File: config.mk
export PLATFORM = sky130hd
export DESIGN_NAME = siren_note_sequencer
export DESIGN_NICKNAME = d
export VERILOG_FILES = /design/src/rtl/siren_note_sequencer.sv
export SDC_FILE = /design/constraint.sdc
export NUM_CORES = 1
export LEC_CHECK = 0
export ABC_AREA = 0
export BUFFER_PORTS_ARGS = -buffer_cell sky130_fd_sc_hd__buf_2
export CORE_MARGIN = 2
export CORE_UTILIZATION = 65
export CTS_BUF_LIST = sky130_fd_sc_hd__clkbuf_8
export CTS_CLUSTER_SIZE = 12
export DETAILED_ROUTE_END_ITERATION = 8
export GPL_TIMING_DRIVEN = 0
export PLACE_DENSITY = 0.87
export SYNTH_ARGS = -nofsm -noshare
export SYNTH_HDL_FRONTEND = slang
export SYNTH_SLANG_ARGS = --single-unit
File: constraint.sdc
create_clock -name CLK -period 4.62 [get_ports CLK]
set_clock_uncertainty 0.1 [all_clocks]
set_input_delay 0.231 -clock CLK [delete_from_list [all_inputs] [get_ports CLK]]
set_output_delay 0.231 -clock CLK [all_outputs]
set_load 0.05 [all_outputs]
File: src/rtl/siren_note_sequencer.sv
// siren_note_sequencer: steps through a fixed 16-entry note table and drives a
// square-wave tone generator with a 20-bit half-period reload (DIVIDER) and a
// sound enable (GATE).
// Optional build macro SIREN_TEMPO_EN adds a TEMPO[1:0] input that divides the
// duration tick length by 2^TEMPO, sampled once per note.
module siren_note_sequencer #(
  parameter int unsigned TICK_CYCLES = 2000000,
  parameter int unsigned GAP_CYCLES  = 160000,
  parameter int unsigned NUM_NOTES   = 16
) (
  input  logic        CLK,
  input  logic        RST_N,
  input  logic        START,
  input  logic        STOP,
  input  logic        LOOP,
`ifdef SIREN_TEMPO_EN
  input  logic [1:0]  TEMPO,
`endif
  output logic [19:0] DIVIDER,
  output logic        GATE,
  output logic        NOTE_STB,
  output logic [3:0]  NOTE_IDX,
  output logic        BUSY
);

  localparam int unsigned CW = 21;
  localparam logic [CW-1:0] TICK_W   = CW'(TICK_CYCLES);
  localparam logic [CW-1:0] GAP_LAST = CW'(GAP_CYCLES - 1);
  localparam logic [3:0]    LAST_IDX = 4'(NUM_NOTES - 1);

  typedef enum logic [1:0] {S_IDLE, S_LOAD, S_NOTE, S_GAP} state_e;

  // Table entry {dur[2:0], oct[2:0], semi[3:0]}; semi 12..15 is a rest.
  function automatic logic [9:0] note_entry(input logic [3:0] idx);
    if (idx == 4'd15) begin
      return {3'd7, 3'd0, 4'd12};
    end else if (idx[0] == 1'b0) begin
      return {3'd3, 3'd4, 4'd9};
    end else begin
      return {3'd3, 3'd5, 4'd4};
    end
  endfunction

  // Octave-0 half-period in 16 MHz cycles, round(8e6 / f).
  function automatic logic [19:0] base_half_period(input logic [3:0] semi);
    case (semi)
      4'd0:    return 20'd489237;
      4'd1:    return 20'd461787;
      4'd2:    return 20'd435872;
      4'd3:    return 20'd411417;
      4'd4:    return 20'd388312;
      4'd5:    return 20'd366518;
      4'd6:    return 20'd345946;
      4'd7:    return 20'd326531;
      4'd8:    return 20'd308202;
      4'd9:    return 20'd290909;
      4'd10:   return 20'd274584;
      4'd11:   return 20'd259168;
      default: return 20'd0;
    endcase
  endfunction

  state_e        state_q, state_d;
  logic [3:0]    idx_q, idx_d;
  logic [19:0]   div_q, div_d;
  logic          gate_q, gate_d;
  logic          stb_q, stb_d;
  logic          busy_q, busy_d;
  logic [CW-1:0] cyc_q, cyc_d;
  logic [2:0]    tick_q, tick_d;
  logic [2:0]    dur_q, dur_d;
  logic [CW-1:0] tlen_q, tlen_d;

  logic [9:0]    entry;
  logic [2:0]    ent_dur;
  logic [2:0]    ent_oct;
  logic [3:0]    ent_semi;
  logic [19:0]   pitch;
  logic [CW-1:0] tick_sel;

  // Decode the current table entry and derive its divider and tick length.
  always_comb begin
    entry    = note_entry(idx_q);
    ent_dur  = entry[9:7];
    ent_oct  = entry[6:4];
    ent_semi = entry[3:0];
    pitch    = (base_half_period(ent_semi) >> ent_oct) - 20'd1;
`ifdef SIREN_TEMPO_EN
    tick_sel = TICK_W >> TEMPO;
    // A tick shorter than one cycle cannot be counted; clamp to one.
    if (tick_sel == '0) begin
      tick_sel = CW'(1);
    end
`else
    tick_sel = TICK_W;
`endif
  end

  // Next-state and registered-output logic; STOP overrides every state.
  always_comb begin
    state_d = state_q;
    idx_d   = idx_q;
    div_d   = div_q;
    gate_d  = gate_q;
    stb_d   = 1'b0;
    busy_d  = busy_q;
    cyc_d   = cyc_q;
    tick_d  = tick_q;
    dur_d   = dur_q;
    tlen_d  = tlen_q;
    if (STOP) begin
      state_d = S_IDLE;
      gate_d  = 1'b0;
      busy_d  = 1'b0;
      idx_d   = '0;
      cyc_d   = '0;
      tick_d  = '0;
    end else begin
      case (state_q)
        S_IDLE: begin
          if (START) begin
            state_d = S_LOAD;
            idx_d   = '0;
            busy_d  = 1'b1;
          end
        end
        S_LOAD: begin
          state_d = S_NOTE;
          stb_d   = 1'b1;
          cyc_d   = '0;
          tick_d  = '0;
          dur_d   = ent_dur;
          tlen_d  = tick_sel;
          if (ent_semi >= 4'd12) begin
            gate_d = 1'b0;
          end else begin
            gate_d = 1'b1;
            div_d  = pitch;
          end
        end
        S_NOTE: begin
          if (cyc_q == tlen_q - CW'(1)) begin
            cyc_d = '0;
            if (tick_q == dur_q) begin
              state_d = S_GAP;
              gate_d  = 1'b0;
            end else begin
              tick_d = tick_q + 3'd1;
            end
          end else begin
            cyc_d = cyc_q + CW'(1);
          end
        end
        S_GAP: begin
          if (cyc_q == GAP_LAST) begin
            cyc_d = '0;
            if (idx_q < LAST_IDX) begin
              idx_d   = idx_q + 4'd1;
              state_d = S_LOAD;
            end else if (LOOP) begin
              idx_d   = '0;
              state_d = S_LOAD;
            end else begin
              idx_d   = '0;
              busy_d  = 1'b0;
              state_d = S_IDLE;
            end
          end else begin
            cyc_d = cyc_q + CW'(1);
          end
        end
        default: begin
          state_d = S_IDLE;
        end
      endcase
    end
  end

  // State, counter and output registers with asynchronous active-low reset.
  always_ff @(posedge CLK or negedge RST_N) begin
    if (!RST_N) begin
      state_q <= S_IDLE;
      idx_q   <= '0;
      div_q   <= '0;
      gate_q  <= 1'b0;
      stb_q   <= 1'b0;
      busy_q  <= 1'b0;
      cyc_q   <= '0;
      tick_q  <= '0;
      dur_q   <= '0;
      tlen_q  <= '0;
    end else begin
      state_q <= state_d;
      idx_q   <= idx_d;
      div_q   <= div_d;
      gate_q  <= gate_d;
      stb_q   <= stb_d;
      busy_q  <= busy_d;
      cyc_q   <= cyc_d;
      tick_q  <= tick_d;
      dur_q   <= dur_d;
      tlen_q  <= tlen_d;
    end
  end

  assign DIVIDER  = div_q;
  assign GATE     = gate_q;
  assign NOTE_STB = stb_q;
  assign NOTE_IDX = idx_q;
  assign BUSY     = busy_q;

endmodule
==> results.tsv, run 1 <==
stage	metric	value	unit
pwr	power_leakage	1.402	nW
pwr	clkPwrFrac	0.197	
setup_path	worstSetupEndpointType	flop	
die	die_height	69.31	microns
synth	synthXorXnorAreaFrac	0.01579	
setup_path	reg2reg_depth	8	
place	place_ws	2.083	ns
routing	num_vias	2256	
sta	fin_ws	2.050	ns
place	placed_cells	368	
global_routing	first_global_vias	2029	
synth	syn-num-nets	301	
synth	synthAdderAreaFrac	0.04061	
synth	synth-async-reset-ratio	1.000	
sta	finalHoldViolCount	0	
sta	slew_viol_final	0	
clock_network	cts_resized	0	
clock_network	cts_buffers	5	
pwr	combPwrFrac	0.424	
die	fp-row-count	23	
routing	first_pass_iters	5	
synth	ys_seq_area_frac	0.4603	
global_routing	met1_usage	0.3446	
clock_network	cts_setup_buffers	0	
setup_path	rrSetupSlack	2.05	ns
die	io_pins	32	
pwr	p_sw	0.5926	mW
setup_path	crit_start	NOTE_IDX[0]	
global_routing	use_met2	0.3611	
routing	vias_per_cell	6.000	
setup_path	worstPathRequired	4.75	ns
clock_network	cts_sinks	51	
final_layout	drive_gt1_frac	0.2086	
setup_path	worstPathArrival	2.70	ns
sta	setup_viol	0	
sta	rsz0062_at_grt	false	
global_routing	met3_usage	0.03924	
setup_path	critPathKind	flop to flop	
clock_network	insertion_delay	0.31	ns
clock_network	cts_max_path_buffers	2	
sta	tns	0	ns
global_routing	grt_overflow	0	
final_layout	syn_to_final_growth	11.28	%
setup_path	critPathLaunchType	flop	
pwr	max-vdd-ir-drop	249.3	uV
flow_run	cap_violations	0	
die	dieArea	0.004804	sq mm
pwr	p_sw_frac	0.4309	
synth	synth_simple_gate_area_frac	0.2288	
setup_path	r2r_end	DIVIDER[14]	
synth	synth_seq_cells	51	
sta	clock.fmax	0.3891	GHz
clock_network	hold_buffers	0	
worst_hold_path	hold_class	primary input to async pin	
pwr	power.internal	0.7825	mW
routing	ant_nets	0	
synth	synth-compound-area-share	0.1683	
final_layout	finalNonFillerCells	376	
synth	netlist_area	0.002773	sq mm
final_layout	fillers	294	
status	outcome	completed	
synth	synth_top_family_by_area	simple AND/OR/NAND/NOR gates	
global_routing	grt_antenna_before_repair	0	
place	io_buffers	31	
final_layout	final_nets	339	
clock_network	cts.clk_slew.worst_paths	0.10	ns
setup_path	r2r_start	NOTE_IDX[0]	
sta	fin_crit_sh	0.5562	
synth	synthMuxAreaShare	0.02888	
pwr	power_density	445.7	mW/mm^2
die	core	0.004058	sq mm
final_layout	diodes	0	
synth	synthCells	287	
global_routing	grt_max_degree	52	
global_routing	grt_pass1_wl	9349	microns
final_layout	final_area	0.003085	sq mm
synth	yosys_most_used_dff	dfrtp_1	
setup_path	critPathMaxFanout	10	
synth	synth_edf_count	0	
pwr	seqPwrFrac	0.379	
place	gp_congestion	0.8593	
sta	slew-limit-headroom	0.2707	
sta	period_needed	2.570	ns
die	chipWidth	69.31	microns
sta	tightest_slew	1.094	ns
clock_network	htreeDepth	2	
routing	wl	5661	microns
clock_network	cts_root_buf	clkbuf_8	
place	dp_hpwl	3926	microns
global_routing	grt-busiest-layer	met2	
routing	drt-initial-drc-count	191	
synth	synth_warnings	0	
global_routing	grtUsageTotal	0.2397	
clock_network	cts_tree	built	
setup_path	cp-endpoint	DIVIDER[14]	
routing	drcViolationCount	0	
routing	detail_route.wl_per_cell	15.06	microns
die	start_util	0.6833	
synth	synth.distinct_cells	49	
place	place_area	0.002990	sq mm
synth	synth_area_per_cell	9.661	sq um
[state kept, by name (all words and copies together), names as in the netlist]
name	cells
cyc_q	21
DIVIDER	16
NOTE_IDX	4
tick_q	3
dur_q	2
state_q	2
BUSY	1
GATE	1
NOTE_STB	1
[placed cells by master (no fill, tap or decap), types with 2 or more instances in the layout]
cell      count
dfrtp_1      51
buf_2        32
nand2_1      24
nor2_1       20
a21oi_1      18
nand3_1      16
inv_1        13
a31oi_1      11
nor2b_1      11
ha_1          9
mux2i_1       8
a21oi_2       7
nor3_1        7
nand4_1       6
o21ai_0       6
clkbuf_1      5
buf_4         5
nand2b_1      5
o21ai_1       5
o211ai_1      5
a22o_1        5
clkbuf_8      5
nor3_2        4
a21o_1        4
and3_1        4
buf_6         4
or2_2         3
xor2_1        3
nand3b_1      3
nor4_1        2
xnor2_1       2
or4_1         2
inv_6         2
[cell type report]
| type | count | area, sq um | area share |
|---|---|---|---|
| Tap cell | 50 | 62.56 | 0.02028 |
| Multi-Input combinational cell | 207 | 1338 | 0.4335 |
| Sequential cell | 51 | 1276 | 0.4136 |
| Clock buffer | 5 | 68.82 | 0.02230 |
| Buffer | 16 | 110.1 | 0.03569 |
| Clock inverter | 3 | 26.28 | 0.008516 |
| Timing Repair Buffer | 31 | 155.1 | 0.05028 |
| Inverter | 13 | 48.80 | 0.01582 |
[Yosys cell counts, drive strengths merged (4+ instances only)]
| library cell | instances | share of area |
|---|---|---|
| nand4 | 7 | 0.018 |
| mux2i | 8 | 0.029 |
| o211ai | 6 | 0.021 |
| nand2 | 24 | 0.032 |
| nor3 | 11 | 0.027 |
| nand2b | 5 | 0.011 |
| ha | 9 | 0.041 |
| and3 | 4 | 0.0090 |
| inv | 13 | 0.018 |
| nor2b | 11 | 0.025 |
| a21oi | 25 | 0.055 |
| nor2 | 21 | 0.029 |
| dfrtp | 51 | 0.46 |
| a31oi | 11 | 0.025 |
| a21o | 4 | 0.011 |
| clkbuf | 5 | 0.0068 |
| a22o | 5 | 0.016 |
| buf | 11 | 0.033 |
| o21ai | 11 | 0.020 |
| nand3 | 17 | 0.032 |
[how the worst min path moves through the flow]
stage / slack, ns / endpoint / cells past startpoint / startpoint
2_1_floorplan: -0.16 / BUSY / 0 / RST_N
3_3_place_gp: 0.35 / DIVIDER[8] / 1 / DIVIDER[8]
3_5_place_dp: 0.36 / DIVIDER[8] / 1 / DIVIDER[8]
4_1_cts: 0.06 / cyc_q[15] / 1 / RST_N
5_1_grt: 0.12 / cyc_q[15] / 1 / RST_N
6_report: 0.02 / cyc_q[17] / 1 / RST_N
[per-stage QoR]
stage	utilization	hold WS, ns	power (mW)
global placement	0.7370	0.3473	1.093
CTS	0.7604	0.06040	1.378
finish	0.7604	0.01800	1.375
detailed placement	0.7370	0.3575	1.110
global route	0.7604	0.1238	1.449
floorplan	-	-0.1646	0.9804
[power by group through the flow]
| stage | clock, mW | combinational, mW | sequential [mW] |
|---|---|---|---|
| global route | 0.293 | 0.630 | 0.526 |
| detailed placement | 0 | 0.580 | 0.529 |
| CTS | 0.276 | 0.581 | 0.520 |
| floorplan | 0 | 0.371 | 0.609 |
| finish | 0.271 | 0.583 | 0.521 |
| global placement | 0 | 0.567 | 0.526 |
[kinds of logic (layout without fill, tap and decap cells)]
group,after synthesis,in the layout
fa+ha+maj,9,9
mux,8,8
compound gates,69,69
xor+xnor,5,5
buf+inv,29,68
flops,51,51
simple gates,116,116
[layer usage]
metal	vias up	part of all wire
li1	1099	-
met1	1063	0.47
met2	82	0.45
met3	12	0.056
met4	0	0.022
met5	-	0
[worst max-delay path, stage by stage (launching register included)]
cell      delay (ns)
dfrtp_1         0.45
ha_1            0.27
nand3_1         0.26
nand2_1         0.13
ha_1            0.21
nor2_1          0.45
clkbuf_1        0.40
nor2_1          0.09
a21oi_1         0.13
Note: power is estimated with default switching activity, not from simulation.
==> run 2: changes to the inputs <==
--- a/config.mk
+++ b/config.mk
@@ -8,12 +8,12 @@
 export ABC_AREA = 0
 export BUFFER_PORTS_ARGS = -buffer_cell sky130_fd_sc_hd__buf_2
 export CORE_MARGIN = 2
-export CORE_UTILIZATION = 65
+export CORE_UTILIZATION = 54
 export CTS_BUF_LIST = sky130_fd_sc_hd__clkbuf_8
 export CTS_CLUSTER_SIZE = 12
 export DETAILED_ROUTE_END_ITERATION = 8
 export GPL_TIMING_DRIVEN = 0
-export PLACE_DENSITY = 0.87
+export PLACE_DENSITY = 0.78
 export SYNTH_ARGS = -nofsm -noshare
 export SYNTH_HDL_FRONTEND = slang
 export SYNTH_SLANG_ARGS = --single-unit
==> constraint.sdc (replaced) <==
create_clock -name CLK -period 2.2 [get_ports CLK]
set_clock_uncertainty 0.1 [all_clocks]
set_input_delay 0.11 -clock CLK [delete_from_list [all_inputs] [get_ports CLK]]
set_output_delay 0.11 -clock CLK [all_outputs]
set_load 0.05 [all_outputs]
==> run 2 against run 1 <==
Against the previous run:
- via count decreased by 0.27%
- count of clock-buffer cells in the layout increased by 1
- design area up 3.8%
- core utilization fell by 13 points
- highest routed layer unchanged
- die area rose by 19%
- critical path type unchanged
- maximum frequency up 22%
- register-to-register slack worse by 2.0 ns
- worst setup slack worse by 2.0 ns
- flip-flop and latch count did not move
- combinational power grew 110%
- global-route usage shrank 3.4 points
==> results.tsv, run 2 (synthesis results as in run 1) <==
stage	metric	value	unit	change
status	outcome	completed		
final_layout	multi_input_area	0.001398	sq mm	+4.5%
sta	setup_viol	0		unchanged
pwr	power_density	912.1	mW/mm^2	+100%
clock_network	cts.clk_slew.worst_paths	0.10	ns	about the same
sta	tns	0	ns	unchanged
routing	ant_nets	0		unchanged
routing	num_vias	2250		-0.27%
clock_network	cts_buffers	5		unchanged
global_routing	first_global_vias	1958		-3.5%
die	chipWidth	75.66	microns	+9.2%
sta	slew_viol_final	0		unchanged
pwr	power	2.920	mW	+110%
routing	drcViolationCount	0		unchanged
pwr	power_leakage	1.415	nW	+0.93%
setup_path	critPathMaxFanout	10		unchanged
final_layout	regArea	0.001280	sq mm	+0.29%
setup_path	worstSetupEndpointType	flop		
setup_path	worstPathArrival	2.20	ns	-0.50 ns
sta	clock.fmax	0.4758	GHz	+22%
pwr	max-vdd-ir-drop	569.4	uV	+130%
place	io_buffers	31		unchanged
final_layout	most-common-layout-cells	48 x dfrtp_1, 33 x buf_2, 24 x nand2_1		
sta	tightest_slew	1.098	ns	+0.004473 ns
worst_hold_path	hold_class	primary input to flop		
routing	detail_route.wl_per_cell	14.10	microns	-6.3%
sta	period_needed	2.102	ns	-0.4678 ns
global_routing	grt_antenna_before_repair	0		unchanged
final_layout	regMostFlops	cyc_q		
setup_path	worstPathRequired	2.30	ns	-2.45 ns
routing	vias_per_cell	5.668		-5.5%
clock_network	cts_max_path_buffers	2		unchanged
die	start_util	0.5499		-0.1334
die	dieArea	0.005724	sq mm	+19%
final_layout	drive_gt1_frac	0.2569		+0.04829
final_layout	final_nets	340		+0.29%
final_layout	syn_to_final_growth	15.48	%	
place	placed_cells	388		+5.4%
worst_hold_path	holdPathStages	4		
die	die_height	75.66	microns	+9.2%
routing	wl	5599	microns	-1.1%
clock_network	htreeDepth	2		unchanged
setup_path	reg2reg_depth	7		-1
final_layout	largest_reg_flops	21		unchanged
sta	slew-limit-headroom	0.2677		-0.002982
die	fp-row-count	26		+13%
setup_path	critPathLaunchType	flop		
sta	fin_crit_sh	0.9554		+0.3992
global_routing	grtUsageTotal	0.2056		-0.03414
global_routing	grt_overflow	0		unchanged
die	core	0.005042	sq mm	+24%
final_layout	finalNonFillerCells	397		+5.6%
final_layout	diodes	0		unchanged
flow_run	cap_violations	0		unchanged
final_layout	layout_commonest_cell	dfrtp_1		
routing	drt-initial-drc-count	172		-9.9%
setup_path	critPathKind	flop to flop		
die	io_pins	32		unchanged
clock_network	insertion_delay	0.31	ns	about the same
place	place_area	0.003020	sq mm	+1.0%
sta	finalHoldViolCount	0		unchanged
final_layout	fillers	416		+41%
place	gp_congestion	0.8959		+4.3%
global_routing	grt_max_degree	52		unchanged
clock_network	cts_root_buf	clkbuf_8		
clock_network	cts_sinks	51		unchanged
clock_network	cts_tree	built		
place	dp_hpwl	3821	microns	-2.7%
final_layout	final_area	0.003202	sq mm	+3.8%
place	place_ws	-0.1303	ns	-2.214 ns
global_routing	grt_pass1_wl	9011	microns	-3.6%
routing	first_pass_iters	4		-1
sta	fin_ws	0.09805	ns	-1.952 ns
==> run 2: path summary, 6_finish.rpt <==
kind / start / slack (ns) / endpoint
worst max-delay path: NOTE_IDX[0] / 0.1 / DIVIDER[9]
min in group asynchronous: RST_N / 0.45 / cyc_q[1]
worst min-delay path: STOP / 0.01 / cyc_q[8]
worst min register to register: DIVIDER[8] / 0.37 / DIVIDER[8]
worst max register to register: NOTE_IDX[0] / 0.1 / DIVIDER[9]
max in group asynchronous: RST_N / 0.83 / NOTE_IDX[1]
==> run 2: layout make-up <==
class | instances | area share
inverter | 13 | 0.01524
timing repair buffer | 34 | 0.05627
clock inverter | 2 | 0.005080
tap | 70 | 0.02735
buffer | 14 | 0.03400
clock buffer | 6 | 0.02579
multi-input combinational | 207 | 0.4365
sequential | 51 | 0.3998
==> run 2: where the power goes <==
group | leakage [nW] | internal, mW | switching (mW) | total [mW]
Sequential | 0.667 | 1.02 | 0.0774 | 1.10
Clock | 0.0474 | 0.257 | 0.314 | 0.571
Combinational | 0.700 | 0.419 | 0.832 | 1.25
==> run 2: stage by stage <==
stage	utilization	hold slack, ns
after global placement	0.5990	0.2882
after floorplan	-	-0.2856
after detailed placement	0.5990	0.2930
after CTS	0.6238	0.0007353
final	0.6350	0.01217
after global routing	0.6350	0.04045
==> run 2: what timing repair did <==
action / CTS / global route
cloned: 0 / 0
setup endpoints to repair: 29 / 36
hold endpoints to repair: 51 / 0
setup buffers: 1 / 1
hold buffers: 1 / 0
resized for setup: 4 / 13
==> run 2: worst max-delay path, cell delays in order, from the launching register on <==
cell and delay (ns):
dfrtp_2 0.45, ha_1 0.30, nand3_2 0.22, nand2_1 0.15, ha_1 0.22, nor2_4 0.08
clkbuf_4 0.19, or2_2 0.28
==> run 2: layer usage <==
layer,GRT usage,part of all wire,up-vias
met2,0.3159,0.47,43
met1,0.2911,0.49,1085
met4,0.06628,0.011,0
li1,-,-,1116
met5,0,0,-
met3,0.04630,0.036,6
==> run 3: changes to the inputs <==
--- a/config.mk
+++ b/config.mk
@@ -8,12 +8,13 @@
 export ABC_AREA = 0
 export BUFFER_PORTS_ARGS = -buffer_cell sky130_fd_sc_hd__buf_2
 export CORE_MARGIN = 2
-export CORE_UTILIZATION = 54
+export CORE_UTILIZATION = 60
 export CTS_BUF_LIST = sky130_fd_sc_hd__clkbuf_8
 export CTS_CLUSTER_SIZE = 12
 export DETAILED_ROUTE_END_ITERATION = 8
 export GPL_TIMING_DRIVEN = 0
-export PLACE_DENSITY = 0.78
+export MAX_ROUTING_LAYER = met4
+export PLACE_DENSITY = 0.82
 export SYNTH_ARGS = -nofsm -noshare
 export SYNTH_HDL_FRONTEND = slang
 export SYNTH_SLANG_ARGS = --single-unit
==> constraint.sdc (replaced) <==
create_clock -name CLK -period 2 [get_ports CLK]
set_clock_uncertainty 0.1 [all_clocks]
set_input_delay 0.1 -clock CLK [delete_from_list [all_inputs] [get_ports CLK]]
set_output_delay 0.1 -clock CLK [all_outputs]
set_load 0.05 [all_outputs]
==> run 3 against run 2 <==
Against the previous run:
- the flow now finishes with violations (setup timing)
- largest cell class unchanged
- via count increased by 17%
- largest power group unchanged
- sequential power increased by 11%
- flip-flop and latch count unchanged
- global-route usage increased by 5.9 points
- clock power increased by 34%
- combinational power increased by 34%
- highest routed layer unchanged
- hold slack improved by 0.031 ns
==> results.tsv, run 3 (synthesis results as in run 1) <==
stage	metric	value	unit	change
final_layout	fillers	236		-43%
clock_network	htreeDepth	2		unchanged
worst_hold_path	holdPathStages	4		unchanged
setup_path	r2r_start	cyc_q[10]		
final_layout	fin_util	0.8192		+0.1842
global_routing	grt_antenna_before_repair	0		unchanged
die	fp-row-count	24		-7.7%
die	core	0.004414	sq mm	-12%
global_routing	grt_pass1_wl	10490	microns	+16%
routing	vias_per_cell	6.512		+15%
clock_network	cts_tree	built		
final_layout	diodes	0		unchanged
setup_path	critPathLaunchType	flop		
global_routing	grtUsageTotal	0.2648		+0.05924
setup_path	cp.buffers_inverters	3		+2
setup_path	max_stage_delay	0.48	ns	+0.03 ns
die	dieArea	0.005181	sq mm	-9.5%
clock_network	cts_buffers	5		unchanged
setup_path	cpLargestDelayFamily	simple AND/OR/NAND/NOR gates		
die	die_height	71.98	microns	-4.9%
routing	ant_nets	0		unchanged
status	outcome	finished with violations		
sta	clock.fmax	0.4703	GHz	-1.1%
worst_hold_path	hold_end	BUSY		
clock_network	insertion_delay	0.32	ns	about the same
setup_path	rrSetupSlack	-0.13	ns	-0.22 ns
die	chipWidth	71.98	microns	-4.9%
setup_path	worstPathArrival	2.23	ns	+0.03 ns
final_layout	multi_input_area	0.001598	sq mm	+14%
sta	fin_crit_sh	1.063		+0.1077
routing	num_vias	2631		+17%
global_routing	first_global_vias	2141		+9.3%
routing	detail_route.wl_per_cell	19.09	microns	+35%
die	start_util	0.6281		+0.07824
routing	first_pass_iters	5		+1
sta	setup_viol	23		+23
clock_network	cts_root_buf	clkbuf_8		
setup_path	critPathKind	flop to flop		
clock_network	cts_sinks	51		unchanged
status	violations	setup timing		
final_layout	drive_gt1_frac	0.3977		+0.1408
setup_path	worstSetupEndpointType	flop		
sta	fin_ws	-0.1263	ns	-0.2243 ns
sta	slew-limit-headroom	0.2481		-0.01960
setup_path	crit_top_cell	buf_6		
place	gp_congestion	0.8629		-3.7%
pwr	power	3.667	mW	+26%
clock_network	cts.clk_slew.worst_paths	0.10	ns	about the same
setup_path	cp_slowest_cell	dfrtp_2		
setup_path	reg2reg_depth	8		+1
pwr	power_leakage	1.636	nW	+16%
place	io_buffers	31		unchanged
pwr	power_density	1014	mW/mm^2	+11%
sta	period_needed	2.126	ns	+0.02432 ns
place	dp_hpwl	3881	microns	+1.6%
clock_network	cts_max_path_buffers	2		unchanged
sta	rsz0062_at_grt	true		
setup_path	critPathMaxFanout	10		unchanged
final_layout	regArea	0.001289	sq mm	+0.68%
sta	finalHoldViolCount	0		unchanged
die	io_pins	32		unchanged
routing	wl	7713	microns	+38%
worst_hold_path	min_from	LOOP		
flow_run	cap_violations	0		unchanged
routing	drt-initial-drc-count	338		+97%
setup_path	r2r_end	cyc_q[17]		
routing	drcViolationCount	0		unchanged
final_layout	layout_commonest_cell	dfrtp_1		
sta	tightest_slew	1.128	ns	+0.02940 ns
setup_path	worstPathRequired	2.10	ns	-0.20 ns
global_routing	grt_overflow	0		unchanged
setup_path	crit_path_cell_trace	nor4b_4 > nand4_1 > buf_6 > a22o_4 > buf_6 > buf_12 > o21ai_1 > a31oi_1		
pwr	max-vdd-ir-drop	767.2	uV	+35%
global_routing	grt_max_degree	52		unchanged
final_layout	largest_reg_flops	21		unchanged
sta	slew_viol_final	0		unchanged
final_layout	syn_to_final_growth	30.42	%	
final_layout	regMostFlops	cyc_q		
final_layout	final_nets	365		+7.4%
final_layout	most-common-layout-cells	41 x dfrtp_1, 34 x buf_2, 30 x buf_4		
worst_hold_path	hold_class	primary input to flop		
-- run 3: changes by cell type in the layout (fill, tap and decap cells not counted), sizes merged --
cell,change
buf,+26
bufinv,+1
inv,+1
clkbuf,-2
clkinv,-1
-- run 3: metal layers --
metal  global-route usage  routed length (microns)
met1               0.3600                     3159
met2               0.4084                     3778
met3              0.04583                      515
met4              0.08595                      260
met5                    -                        0
-- run 3: worst max path at each step --
stage | depth (start not counted) | start | endpoint | slack [ns]
finish | 8 | cyc_q[10] | cyc_q[17] | -0.13
global route | 8 | cyc_q[10] | cyc_q[11] | -0.20
CTS | 7 | cyc_q[8] | cyc_q[6] | 0.007
detailed placement | 6 | state_q[0] | cyc_q[1] | -0.36
global placement | 6 | state_q[0] | cyc_q[19] | -0.29
floorplan | 8 | NOTE_IDX[0] | DIVIDER[13] | -0.002
-- run 3: repair_timing --
item                                    CTS  global route
endpoints found under the hold margin    51             0
pin swaps                                 6            13
setup buffers                            15            12
hold buffers                              1             0
endpoints found under the setup margin   37            41
resized for setup                        20            45
cloned                                    1             0
-- run 3: worst min-delay path, cell delays in order --
cell and delay (ns):
buf_2 0.08, or4_1 0.11, a21oi_2 0.05, nor2_1 0.08
-- run 3: power by group --
part	total (mW)	switching, mW	internal, mW
registers	1.22	0.0975	1.12
clock network	0.765	0.387	0.378
logic	1.68	1.07	0.609
-- run 3: per-stage QoR --
step / worst slack (ns) / hold WS, ns / TNS (ns) / instance area, sq um / cells
after floorplan: -0.002427 / -0.2956 / -0.002427 / 2794 / 287
final: -0.1263 / 0.04286 / -1.959 / 3616 / 404
after CTS: 0.006560 / 0.01627 / 0 / 3328 / 393
after global routing: -0.1975 / 0.07469 / -3.398 / 3616 / 404
after global placement: -0.2943 / 0.2738 / -6.040 / 3014 / 370
after detailed placement: -0.3650 / 0.2806 / -7.256 / 3014 / 370
-- run 3: cell type report --
class                      instances  share of cell area
multi-input combinational        207              0.4419
inverter                          13             0.01349
sequential                        51              0.3564
tap                               52             0.01799
clock inverter                     3             0.01280
buffer                            13             0.03426
clock buffer                       5             0.01903
timing repair buffer              60              0.1042
